<file path="src/rtl/sine_sample_deserializer_if.sv">
// Serial sample bus between sine ROM mapping stage (master) and deserializer (slave); no backpressure.
// Optional peak outputs exist only when DESER_PEAK_DETECT_EN is defined.
interface sine_sample_deserializer_if #(
  parameter int WIDTH = 12,
  parameter int CNT_W = 16
);
  localparam int BW = $clog2(WIDTH + 1);

  logic             SI;
  logic             SI_en;
  logic             soc;
  logic [WIDTH-1:0] sample;
  logic             sample_valid;
  logic             frame_err;
  logic [CNT_W-1:0] frame_cnt;
  logic [BW-1:0]    bit_cnt;
`ifdef DESER_PEAK_DETECT_EN
  logic [WIDTH-1:0] sample_min;
  logic [WIDTH-1:0] sample_max;
`endif

  modport master (
    output SI, SI_en, soc,
    input  sample, sample_valid, frame_err, frame_cnt, bit_cnt
`ifdef DESER_PEAK_DETECT_EN
    , input sample_min, sample_max
`endif
  );

  modport slave (
    input  SI, SI_en, soc,
    output sample, sample_valid, frame_err, frame_cnt, bit_cnt
`ifdef DESER_PEAK_DETECT_EN
    , output sample_min, sample_max
`endif
  );
endinterface

</file>
<file path="src/rtl/sine_sample_deserializer.sv">
// Rebuilds MSB-first serial frames into parallel samples; result/pulse one edge after soc, no backpressure.
// DESER_PEAK_DETECT_EN adds running unsigned min/max of accepted samples.
module sine_sample_deserializer #(
  parameter int WIDTH = 12,
  parameter int CNT_W = 16
) (
  input  logic                      clk,
  input  logic                      rst,
  sine_sample_deserializer_if.slave bus
);
  localparam int BW = $clog2(WIDTH + 1);

  typedef enum logic [1:0] {IDLE, SHIFT, FULL, OVER} state_t;

  state_t           state_q, state_d;
  logic [WIDTH-1:0] shreg_q, shreg_d;
  logic [BW-1:0]    bcnt_q, bcnt_d;
  logic [WIDTH-1:0] sample_q, sample_d;
  logic [CNT_W-1:0] fcnt_q, fcnt_d;
  logic             valid_q, valid_d;
  logic             err_q, err_d;
`ifdef DESER_PEAK_DETECT_EN
  logic [WIDTH-1:0] min_q, min_d;
  logic [WIDTH-1:0] max_q, max_d;
`endif

  always_ff @(posedge clk) begin
    if (rst) begin
      state_q  <= IDLE;
      shreg_q  <= '0;
      bcnt_q   <= '0;
      sample_q <= '0;
      fcnt_q   <= '0;
      valid_q  <= 1'b0;
      err_q    <= 1'b0;
`ifdef DESER_PEAK_DETECT_EN
      min_q    <= '1;
      max_q    <= '0;
`endif
    end else begin
      state_q  <= state_d;
      shreg_q  <= shreg_d;
      bcnt_q   <= bcnt_d;
      sample_q <= sample_d;
      fcnt_q   <= fcnt_d;
      valid_q  <= valid_d;
      err_q    <= err_d;
`ifdef DESER_PEAK_DETECT_EN
      min_q    <= min_d;
      max_q    <= max_d;
`endif
    end
  end

  always_comb begin
    state_d  = state_q;
    shreg_d  = shreg_q;
    bcnt_d   = bcnt_q;
    sample_d = sample_q;
    fcnt_d   = fcnt_q;
    valid_d  = 1'b0;
    err_d    = 1'b0;
`ifdef DESER_PEAK_DETECT_EN
    min_d    = min_q;
    max_d    = max_q;
`endif
    if (bus.soc) begin
      if (state_q == FULL) begin
        sample_d = shreg_q;
        fcnt_d   = fcnt_q + CNT_W'(1);
        valid_d  = 1'b1;
`ifdef DESER_PEAK_DETECT_EN
        // Reset values (all-ones / zero) make the first good frame load both.
        if (shreg_q < min_q) min_d = shreg_q;
        if (shreg_q > max_q) max_d = shreg_q;
`endif
      end else begin
        err_d = 1'b1;
      end
      // A bit arriving with soc opens the next frame.
      if (bus.SI_en) begin
        shreg_d = {shreg_q[WIDTH-2:0], bus.SI};
        bcnt_d  = BW'(1);
        state_d = SHIFT;
      end else begin
        bcnt_d  = '0;
        state_d = IDLE;
      end
    end else if (bus.SI_en) begin
      case (state_q)
        IDLE, SHIFT: begin
          shreg_d = {shreg_q[WIDTH-2:0], bus.SI};
          bcnt_d  = bcnt_q + BW'(1);
          state_d = (bcnt_q == BW'(WIDTH - 1)) ? FULL : SHIFT;
        end
        default: state_d = OVER;
      endcase
    end
  end

  assign bus.sample       = sample_q;
  assign bus.sample_valid = valid_q;
  assign bus.frame_err    = err_q;
  assign bus.frame_cnt    = fcnt_q;
  assign bus.bit_cnt      = bcnt_q;
`ifdef DESER_PEAK_DETECT_EN
  assign bus.sample_min   = min_q;
  assign bus.sample_max   = max_q;
`endif
endmodule

</file>
<file path="src/flat_wrapper.sv">
// flat-port wrapper written by rule: the top's interface ports become plain ports
module sine_sample_deserializer_flat 
#(
  parameter int WIDTH = 12,
  parameter int CNT_W = 16
)
  (clk, rst, bus_SI, bus_SI_en, bus_soc, bus_sample, bus_sample_valid, bus_frame_err, bus_frame_cnt, bus_bit_cnt);
  sine_sample_deserializer_if #(.WIDTH(WIDTH), .CNT_W(CNT_W)) bus_i ();
  input  logic clk;
  input  logic rst;
  input wire logic [$bits(bus_i.SI)-1:0] bus_SI;
  input wire logic [$bits(bus_i.SI_en)-1:0] bus_SI_en;
  input wire logic [$bits(bus_i.soc)-1:0] bus_soc;
  output wire logic [$bits(bus_i.sample)-1:0] bus_sample;
  output wire logic [$bits(bus_i.sample_valid)-1:0] bus_sample_valid;
  output wire logic [$bits(bus_i.frame_err)-1:0] bus_frame_err;
  output wire logic [$bits(bus_i.frame_cnt)-1:0] bus_frame_cnt;
  output wire logic [$bits(bus_i.bit_cnt)-1:0] bus_bit_cnt;
  assign bus_i.SI = bus_SI;
  assign bus_i.SI_en = bus_SI_en;
  assign bus_i.soc = bus_soc;
  assign bus_sample = bus_i.sample;
  assign bus_sample_valid = bus_i.sample_valid;
  assign bus_frame_err = bus_i.frame_err;
  assign bus_frame_cnt = bus_i.frame_cnt;
  assign bus_bit_cnt = bus_i.bit_cnt;
  sine_sample_deserializer #(.WIDTH(WIDTH), .CNT_W(CNT_W)) u_core (.clk(clk), .rst(rst), .bus(bus_i));
endmodule
</file>
<file path="config.mk">
export PLATFORM = sky130hd
export DESIGN_NAME = sine_sample_deserializer_flat
export DESIGN_NICKNAME = d
export VERILOG_FILES = /design/src/rtl/sine_sample_deserializer_if.sv /design/src/rtl/sine_sample_deserializer.sv /design/src/flat_wrapper.sv
export SDC_FILE = /design/constraint.sdc
export NUM_CORES = 1
export LEC_CHECK = 0
export CAP_MARGIN = 15
export CORE_UTILIZATION = 30
export DETAILED_ROUTE_END_ITERATION = 7
export GPL_ROUTABILITY_DRIVEN = 0
export GPL_TIMING_DRIVEN = 1
export PLACE_DENSITY = 0.64
export SYNTH_ARGS = -nofsm -noshare
export SYNTH_HDL_FRONTEND = slang
export SYNTH_SLANG_ARGS = --single-unit
</file>
<file path="constraint.sdc">
create_clock -name clk -period 1.45 [get_ports clk]
set_clock_uncertainty 0.05 [all_clocks]
set_input_delay 0.145 -clock clk [delete_from_list [all_inputs] [get_ports clk]]
set_output_delay 0.145 -clock clk [all_outputs]
set_load 0.02 [all_outputs]
</file>
==> impl_metrics.tcl <==
set metrics [dict create \
    tightest_slew_ns 0.349 \
    cp.required_ns 1.64 \
    detail-route-antenna-nets 0 \
    cp.arrival_ns 1.60 \
    critPathKind "flip-flop to flip-flop" \
    setup_viol 0 \
    grt_pass1_wl_um 6820 \
    setup_tns_ns 0 \
    insertedDiodeCount 0 \
    final_cell_mix "dfxtp_1 (39), nand2_1 (32), dlygate4sd2_1 (31)" \
    start_util 0.317 \
    synthCells 211 \
    endpoint_kind "flip-flop" \
    leakagePower_nw 1.22 \
    hp-class "primary input to flip-flop" \
    fin_hold_ws_ns 0.407 \
    num_vias 1618 \
    wire_per_inst_um 11.9 \
    synth_seq_cells 48 \
    cts_buffers 5 \
    grt-ovfl-total 0 \
    fin_nets 276 \
    fin_cells 345 \
    cp_max_fo 3 \
    place_hpwl_um 2910 \
    power_density_mw_per_mm2 892 \
    place_inst 336 \
    core_area_mm2 0.00603 \
    htreeDepth 2 \
    drt_wl_total_um 4120 \
    syn_avg_cell_area_um2 9.06 \
    cts_sinks 48 \
    layout_commonest_cell "dfxtp_1" \
    start_kind "flip-flop" \
    async_flop_share 0 \
    via_per_inst 4.69 \
    cap_violations 0 \
    ir_drop_mv 0.434 \
    grt_max_degree 26 \
    io_buffer_count 38 \
    die_w_um 81.8 \
    setup_slack_ns 0.0406 \
    synth_top_cell_area_share 0.503 \
    first_pass_iters 4 \
    syn-num-nets 218 \
    antenna_found_initial 0 \
    netlist_area_mm2 0.00191 \
    power.total_mw 2.42 \
    grt_pass1_vias 1436 \
    maxSlewViolCount 0 \
    clock_path_buffers 2 \
    drive_gt1_frac 0.189 \
    min_period_ns 1.41 \
    synth.distinct_cells 34 \
    cts_tree "done" \
    die_h_um 81.8 \
    clkTransAtPathRegs_ns 0.10 \
    io-pin-count 39 \
    ys_seq_area_frac 0.503 \
    yosysWarnings 0 \
    syn_to_final_growth_pct 41.8 \
    outcome "finished, final reports clean" \
    rows 28 \
    fillers 615 \
    post-route-period-util 0.972 \
    synth_area_leaders "dfxtp_1 (50%), mux2i_1 (6.8%), nand2_1 (6.3%)" \
    relSlewSlack 0.765 \
    max_freq_ghz 0.710 \
    gr-usage-all-layers 0.134 \
    root_buffer "clkbuf_8" \
    synthFlopType "dfxtp_1" \
    rsz0062_at_grt "yes" \
    yosys.area.top_type "dfxtp_1" \
    die_area_mm2 0.00670 \
    hold_viol 0 \
    dp_slack_ns -0.315 \
    worst_skew_pair.late_latency_ns 0.31 \
    synth-edff-count 0 \
    route.detailed.drc 0 \
    drt-initial-drc-count 45 \
]
state kept, by name (all words and copies together), names as in the netlist:
signal and flops:
u_core.bus.frame_cnt 16, u_core.bus.sample 12, u_core.shreg_q 12, u_core.bus.bit_cnt 4
u_core.state_q 2, u_core.bus.frame_err 1, u_core.bus.sample_valid 1
final timing paths:
kind                            depth (start not counted)  slack, ns                                     to                               start
worst max-delay path                                    4       0.04  u_core.bus.frame_cnt[13]$_SDFFE_PP0P_      u_core.state_q[0]$_SDFFE_PP0P_
worst min-delay path                                    3       0.41         u_core.shreg_q[0]$_SDFFE_PP0P_                              bus_SI
worst max register to register                          4       0.04  u_core.bus.frame_cnt[13]$_SDFFE_PP0P_      u_core.state_q[0]$_SDFFE_PP0P_
worst min register to register                          2       0.41     u_core.bus.sample[11]$_SDFFE_PP0P_  u_core.bus.sample[11]$_SDFFE_PP0P_
through the flow:
stage                     utilization  instance area (µm²)
after floorplan                     -                 1940
after global placement          0.426                 2570
after detailed placement        0.426                 2570
after CTS                       0.440                 2650
after global routing            0.450                 2710
final                           0.450                 2710
power breakdown:
group | leakage, nW | switching, mW | internal (mW) | total [mW]
sequential | 0.394 | 0.00687 | 1.31 | 1.32
clock | 0.0591 | 0.470 | 0.521 | 0.991
combinational | 0.763 | 0.0570 | 0.0507 | 0.108
total | 1.22 | 0.534 | 1.89 | 2.42
per-layer routing:
layer / wire length [µm] / vias up / global-route usage
met4: 51 / 0 / 0.0526
met3: 165 / 5 / 0.0367
met2: 1930 / 35 / 0.214
met5: 0 / - / 0
li1: - / 842 / -
met1: 1980 / 736 / 0.170
cells in the mapped netlist, types with 2 or more instances:
cell,count
a21oi_1,18
buf_1,2
clkbuf_1,6
dfxtp_1,48
ha_1,2
inv_1,4
mux2i_1,13
nand2_1,32
nand3_1,3
nand3b_1,2
nand4_1,5
nand4b_1,2
nor2_1,28
nor3_1,8
nor4_1,4
o21ai_0,3
or3_1,3
xnor2_1,8
xor2_1,5
logic make-up after synthesis:
logic type,share of synthesized area
AOI/OAI and AO/OA,0.0798
DFF,0.503
adders and majority gates,0.0131
buffers and inverters,0.0301
xor gates and xnor gates,0.0596
and+or+nand+nor,0.241
muxes,0.0739
worst max-delay path, cell delays in order, from the launching register on:
cell and delay, ns:
dfxtp_2 0.33, nand3b_4 0.16, or3_4 0.38, or3_1 0.31, a21oi_1 0.12
area by class of cell:
type	instances	area, µm²	share of cell area
clock buffers	5	68.8	0.0254
clock inverters	3	45.0	0.0166
inverters	4	15.0	0.00554
multi-input cells	149	955	0.352
flip-flops and latches	48	990	0.365
well taps	75	93.8	0.0346
repair buffers	61	544	0.201
repair_timing:
| action | in CTS | in global routing |
|---|---|---|
| resized for setup | 34 | 12 |
| pin swaps | 1 | 3 |
| endpoints found under the setup margin | 34 | 10 |
| buffers inserted | 0 | 1 |
| hold endpoints to repair | 0 | 0 |
| hold buffers | 0 | 0 |
Note: power is estimated with default switching activity, not from simulation.
